--- config.mk ---
export PLATFORM = sky130hd
export DESIGN_NAME = gcd_req_sched
export DESIGN_NICKNAME = d
export VERILOG_FILES = /design/src/rtl/gcd_req_sched.sv
export SDC_FILE = /design/constraint.sdc
export NUM_CORES = 1
export LEC_CHECK = 0
export BUFFER_PORTS_ARGS = -buffer_cell sky130_fd_sc_hd__clkbuf_2
export CORE_ASPECT_RATIO = 0.7
export CORE_UTILIZATION = 56
export DETAILED_ROUTE_END_ITERATION = 12
export GPL_TIMING_DRIVEN = 0
export PLACE_DENSITY = 0.79
export SYNTH_ARGS = -nofsm -noshare
export SYNTH_HDL_FRONTEND = slang
export SYNTH_SLANG_ARGS = --single-unit
--- constraint.sdc ---
create_clock -name clk -period 2.71 [get_ports clk]
set_input_delay 0.1355 -clock clk [delete_from_list [all_inputs] [get_ports clk]]
set_output_delay 0.1355 -clock clk [all_outputs]
set_load 0.02 [all_outputs]
--- src/rtl/gcd_req_sched.sv ---
// Request scheduler wrapped around a GCD unit: buffers operand pairs in a FIFO,
// issues them one at a time, and returns each tagged result on a registered port.
module gcd_req_sched #(
    parameter int W     = 16,
    parameter int DEPTH = 4,
    parameter int AW    = 2
) (
    input  logic         clk,
    input  logic         reset,
    // Upstream requests
    input  logic         req_val,
    output logic         req_rdy,
    input  logic [W-1:0] req_a,
    input  logic [W-1:0] req_b,
    // GCD unit interface
    output logic [W-1:0] gcd_operand_A,
    output logic [W-1:0] gcd_operand_B,
    output logic         gcd_input_available,
    input  logic [W-1:0] gcd_result_data,
    input  logic         gcd_result_rdy,
    output logic         gcd_result_taken,
    // Downstream responses
    output logic         resp_val,
    input  logic         resp_rdy,
    output logic [W-1:0] resp_data,
    output logic [W-1:0] resp_a,
    output logic [W-1:0] resp_b,
    // Status
    output logic         busy,
    output logic [1:0]   dbg_state
);

    // Handshakes: a transfer happens on a rising edge where val && rdy are both
    // high; rdy never depends on val, and a held val keeps its payload stable.

    typedef enum logic [1:0] {
        ST_IDLE     = 2'd0,
        ST_ISSUE    = 2'd1,
        ST_WAIT_RES = 2'd2
    } state_t;

    localparam logic [AW:0] FULL_CNT = (AW + 1)'(DEPTH);

    state_t state_q, state_d;

    logic [2*W-1:0] mem_q [DEPTH];
    logic [AW-1:0]  wr_ptr_q, wr_ptr_d;
    logic [AW-1:0]  rd_ptr_q, rd_ptr_d;
    logic [AW:0]    count_q, count_d;

    logic [W-1:0] opa_q, opa_d;
    logic [W-1:0] opb_q, opb_d;
    logic         ia_q, ia_d;

    logic         resp_val_q, resp_val_d;
    logic [W-1:0] resp_data_q, resp_data_d;
    logic [W-1:0] resp_a_q, resp_a_d;
    logic [W-1:0] resp_b_q, resp_b_d;

    logic push;
    logic pop;
    logic take;
    logic slot_free;
    logic fifo_empty;

    assign fifo_empty = (count_q == '0);
    assign req_rdy    = (count_q != FULL_CNT);
    assign push       = req_val && req_rdy;
    // The slot can be refilled in the same cycle it drains.
    assign slot_free  = !resp_val_q || resp_rdy;

    always_comb begin
        state_d     = state_q;
        opa_d       = opa_q;
        opb_d       = opb_q;
        ia_d        = 1'b0;
        pop         = 1'b0;
        take        = 1'b0;
        resp_val_d  = resp_val_q;
        resp_data_d = resp_data_q;
        resp_a_d    = resp_a_q;
        resp_b_d    = resp_b_q;

        if (resp_val_q && resp_rdy) begin
            resp_val_d = 1'b0;
        end

        case (state_q)
            ST_IDLE: begin
                if (!fifo_empty) begin
                    pop     = 1'b1;
                    opa_d   = mem_q[rd_ptr_q][2*W-1:W];
                    opb_d   = mem_q[rd_ptr_q][W-1:0];
                    ia_d    = 1'b1;
                    state_d = ST_ISSUE;
                end
            end
            ST_ISSUE: begin
                state_d = ST_WAIT_RES;
            end
            ST_WAIT_RES: begin
                // A full slot leaves the GCD unit parked in DONE.
                if (gcd_result_rdy && slot_free) begin
                    take        = 1'b1;
                    resp_val_d  = 1'b1;
                    resp_data_d = gcd_result_data;
                    resp_a_d    = opa_q;
                    resp_b_d    = opb_q;
                    state_d     = ST_IDLE;
                end
            end
            default: begin
                state_d = ST_IDLE;
            end
        endcase
    end

    always_comb begin
        wr_ptr_d = wr_ptr_q;
        rd_ptr_d = rd_ptr_q;
        count_d  = count_q;
        if (push) begin
            wr_ptr_d = wr_ptr_q + AW'(1);
        end
        if (pop) begin
            rd_ptr_d = rd_ptr_q + AW'(1);
        end
        case ({push, pop})
            2'b10:   count_d = count_q + (AW + 1)'(1);
            2'b01:   count_d = count_q - (AW + 1)'(1);
            default: count_d = count_q;
        endcase
    end

    always_ff @(posedge clk) begin
        if (reset) begin
            state_q     <= ST_IDLE;
            wr_ptr_q    <= '0;
            rd_ptr_q    <= '0;
            count_q     <= '0;
            opa_q       <= '0;
            opb_q       <= '0;
            ia_q        <= 1'b0;
            resp_val_q  <= 1'b0;
            resp_data_q <= '0;
            resp_a_q    <= '0;
            resp_b_q    <= '0;
        end else begin
            state_q     <= state_d;
            wr_ptr_q    <= wr_ptr_d;
            rd_ptr_q    <= rd_ptr_d;
            count_q     <= count_d;
            opa_q       <= opa_d;
            opb_q       <= opb_d;
            ia_q        <= ia_d;
            resp_val_q  <= resp_val_d;
            resp_data_q <= resp_data_d;
            resp_a_q    <= resp_a_d;
            resp_b_q    <= resp_b_d;
        end
    end

    // Storage is only read after being written, so it needs no reset.
    always_ff @(posedge clk) begin
        if (push && !reset) begin
            mem_q[wr_ptr_q] <= {req_a, req_b};
        end
    end

    assign gcd_operand_A       = opa_q;
    assign gcd_operand_B       = opb_q;
    assign gcd_input_available = ia_q;
    assign gcd_result_taken    = take;

    assign resp_val  = resp_val_q;
    assign resp_data = resp_data_q;
    assign resp_a    = resp_a_q;
    assign resp_b    = resp_b_q;

    assign busy      = (state_q != ST_IDLE) || !fifo_empty;
    assign dbg_state = state_q;

endmodule

==> out/qor.tcl <==
set qor(cp_max_fo) 5
set qor(final_period_utilization) 0.9021
set qor(gp_congestion) 0.9289
set qor(synth.cell_area_um2) 8265
set qor(setup.worst_path.class) {reg -> reg}
set qor(placement.io_buffers) 137
set qor(synth_top_area_frac) 0.4650
set qor(via_count_of_the_first_global_routing_pass) 5826
set qor(hold_viol_final) 0
set qor(grt_first_pass_wirelength_um) 32370
set qor(iter_0_drt_violations) 563
set qor(drv_slew) 0
set qor(arrival_time_at_the_worst_endpoint_ns) 2.87
set qor(setup_slack_at_placement_ns) 0.3760
set qor(synth.avg_cell_area_um2) 15.22
set qor(min_period_ns) 2.445
set qor(io-pin-count) 140
set qor(cp-end-kind) {flop}
set qor(layout_cells_sized_above_1) 0.3082
set qor(antenna_found_initial) 0
set qor(unrepaired_setup_endpoints_after_global_routing) {false}
set qor(chipHeight_um) 103.6
set qor(layout.core_utilization) 0.7376
set qor(setup_violations) 0
set qor(die-area_um2) 15260
set qor(viasPerCell) 6.155
set qor(netlist_top_cells_count) {128 x sky130_fd_sc_hd__edfxtp_1, 91 x sky130_fd_sc_hd__dfxtp_1, 55 x sky130_fd_sc_hd__a21oi_1}
set qor(register_area_um2) 5665
set qor(tightest_slew_ns) 0.6787
set qor(clk_root_buffer_cell) {sky130_fd_sc_hd__clkbuf_16}
set qor(synth_top_cell_by_area) {sky130_fd_sc_hd__edfxtp_1}
set qor(insertion_delay_to_the_later_sink_of_the_worst_skew_pair_ns) 0.50
set qor(gate_count_post_synth) 543
set qor(drc) 0
set qor(grt_start_max_net_pins) 25
set qor(synth_seq_area_share) 0.6854
set qor(hold_class) {in -> reg}
set qor(crit_required_ns) 3.14
set qor(power_per_cell_area_nw_per_um2) 925.7
set qor(ant_nets) 0
set qor(nets) 814
set qor(finClkSkew_ns) 0.01882
set qor(drt-pass1-iter-count) 5
set qor(synthDistinctLibCells) 35
set qor(relative_max_transition_margin) 0.5475
set qor(start_util) 0.5844
set qor(drv.max_cap_violation_count) 0
set qor(timing.critical_path.from_type) {flop}
set qor(tritoncts_num_sinks) 219
set qor(synth_nets) 602
set qor(ys_warn_count) 0
set qor(grt-ovfl-total) 0
set qor(critical_path.cell_chain) {nor3b_1, inv_1, nand2_1, ha_1, inv_1, fa_1, xor2_1, or3_1, a21oi_1}
set qor(grt.total_usage) 0.2790
set qor(clkSlewWorstSetupHoldPaths_ns) 0.07
set qor(rows) 36
set qor(cts_made_buffers) 20
set qor(hpwl_um) 13990
set qor(critical-path-top-cell-by-count) {sky130_fd_sc_hd__inv_1}
set qor(holdWs_ns) 0.09663
set qor(yosys-top-cells-area) {sky130_fd_sc_hd__edfxtp_1 47%, sky130_fd_sc_hd__dfxtp_1 22%, sky130_fd_sc_hd__mux4_2 8.7%}
set qor(post-synth-top-count-cell) {sky130_fd_sc_hd__edfxtp_1}
set qor(cts_tree) {yes}
set qor(cellLeakagePower_uw) 0.003779
set qor(critical-path-top-delay-family) {simple AND/OR/NAND/NOR gates}
set qor(max_freq_mhz) 409.1
set qor(total_wirelength_um) 21320
set qor(run_status) {complete, no violations}
set qor(chipWidth_um) 147.2
set qor(synth_top_flop_cell) {sky130_fd_sc_hd__edfxtp_1}
set qor(cts_max_level) 1
set qor(worst_path_largest_cell_delay_ns) 0.41
set qor(critical_path.n_buffers_inverters) 2
set qor(route.vias.total) 5903
set qor(synth_edf_count) 128
set qor(syn2layout_area_growth_pct) 26.22
set qor(multi_input_area_um2) 2285
set qor(setup_tns_ns) 0
set qor(postSynthRegisterBits) 219
set qor(worst_path_max_delay_cell) {sky130_fd_sc_hd__dfxtp_1}
set qor(setup_slack_ns) 0.2654
set qor(n_antenna_cell) 0
set qor(ir_drop_v) 0.0006660
set qor(proportion_of_register_bits_with_asynchronous_set_or_reset_after_synthesis) 0
set qor(ctsLongestPathBuffers) 3
set qor(core_region_area_um2) 14140
set qor(wl_per_cell_um) 22.23
set qor(final.fill_count) 888
-- tightest hold or removal path: stages --
cell and delay, ns:
sky130_fd_sc_hd__buf_2 0.17, sky130_fd_sc_hd__nor2_1 0.11, sky130_fd_sc_hd__a31o_2 0.15
-- state kept, by name (all words and copies together), names as in the netlist --
register	cells
gcd_operand_B	16
dbg_state	2
resp_b	16
wr_ptr_q	2
rd_ptr_q	2
resp_data	16
count_q	3
resp_val	1
gcd_input_available	1
mem_q	128
resp_a	16
gcd_operand_A	16
-- layout by cell type (no fill, tap or decap), types with 2 or more instances in the layout --
master / count
sky130_fd_sc_hd__bufinv_16: 2
sky130_fd_sc_hd__xor2_1: 2
sky130_fd_sc_hd__nand3_1: 2
sky130_fd_sc_hd__mux4_2: 32
sky130_fd_sc_hd__buf_1: 3
sky130_fd_sc_hd__buf_2: 16
sky130_fd_sc_hd__a21oi_1: 55
sky130_fd_sc_hd__buf_16: 2
sky130_fd_sc_hd__buf_4: 2
sky130_fd_sc_hd__nor3_1: 3
sky130_fd_sc_hd__o31ai_1: 49
sky130_fd_sc_hd__nand2_1: 2
sky130_fd_sc_hd__nand2b_1: 3
sky130_fd_sc_hd__clkbuf_16: 21
sky130_fd_sc_hd__o21ai_0: 4
sky130_fd_sc_hd__clkinv_2: 4
sky130_fd_sc_hd__a22o_1: 32
sky130_fd_sc_hd__dfxtp_1: 91
sky130_fd_sc_hd__clkinv_1: 2
sky130_fd_sc_hd__ha_1: 5
sky130_fd_sc_hd__clkbuf_1: 32
sky130_fd_sc_hd__buf_12: 2
sky130_fd_sc_hd__buf_6: 7
sky130_fd_sc_hd__inv_1: 8
sky130_fd_sc_hd__nand4_1: 48
sky130_fd_sc_hd__nor2_1: 6
sky130_fd_sc_hd__edfxtp_1: 128
sky130_fd_sc_hd__clkbuf_2: 137
sky130_fd_sc_hd__dlygate4sd3_1: 49
sky130_fd_sc_hd__and2_2: 4
sky130_fd_sc_hd__nor2b_1: 2
-- report_power, final --
part / internal (µW) / total (µW) / switching, µW / leakage [µW]
Combinational: 1070 / 2580 / 1510 / 0.00156
Clock: 1640 / 2830 / 1190 / 0.000319
Sequential: 3910 / 4250 / 344 / 0.00190
Total: 6610 / 9660 / 3040 / 0.00378
-- layout make-up --
type	instances	area share
multi-input cells	260	0.2190
well taps	190	0.02279
flip-flops and latches	219	0.5431
repair buffers	190	0.1219
clock inverters	9	0.009115
clock buffers	27	0.05349
plain buffers	55	0.02746
inverters	9	0.003238
-- per-stage QoR --
| step | total power, µW | cells | cell area [µm²] |
|---|---|---|---|
| after floorplan | 5936 | 543 | 8265 |
| after global placement | 6693 | 870 | 9189 |
| after detailed placement | 6793 | 874 | 9289 |
| after CTS | 9640 | 959 | 10430 |
| after global routing | 9997 | 959 | 10430 |
| final | 9658 | 959 | 10430 |
-- final timing paths --
path,from,slack [ns],end,cells past startpoint
hold / removal,reset,0.1,rd_ptr_q[1],3
setup / recovery,count_q[2],0.27,count_q[2],9
hold reg to reg,resp_a[5],0.47,resp_a[5],2
setup reg to reg,count_q[2],0.27,count_q[2],9
-- metal layers --
layer | wire length, µm | up-vias | GRT usage
li1 | - | 2606 | -
met1 | 8509 | 2902 | 0.3763
met2 | 10330 | 360 | 0.4596
met3 | 2114 | 35 | 0.05991
met4 | 360 | 0 | 0.07658
met5 | 0 | - | 0
-- cell families after synthesis --
| group | Yosys count | synth area share |
|---|---|---|
| compound gates | 143 | 0.1182 |
| mux | 32 | 0.08719 |
| fa+ha+maj | 6 | 0.009991 |
| simple gates | 77 | 0.05828 |
| buf+inv | 64 | 0.03875 |
| xor+xnor | 2 | 0.002120 |
| flops | 219 | 0.6854 |
-- repair_timing --
item / in CTS / in global routing
gates resized for setup: 0 / 0
hold endpoints to repair: 145 / 0
hold buffers: 49 / 0
setup buffers: 0 / 0
(Power assumes the default switching activity.)
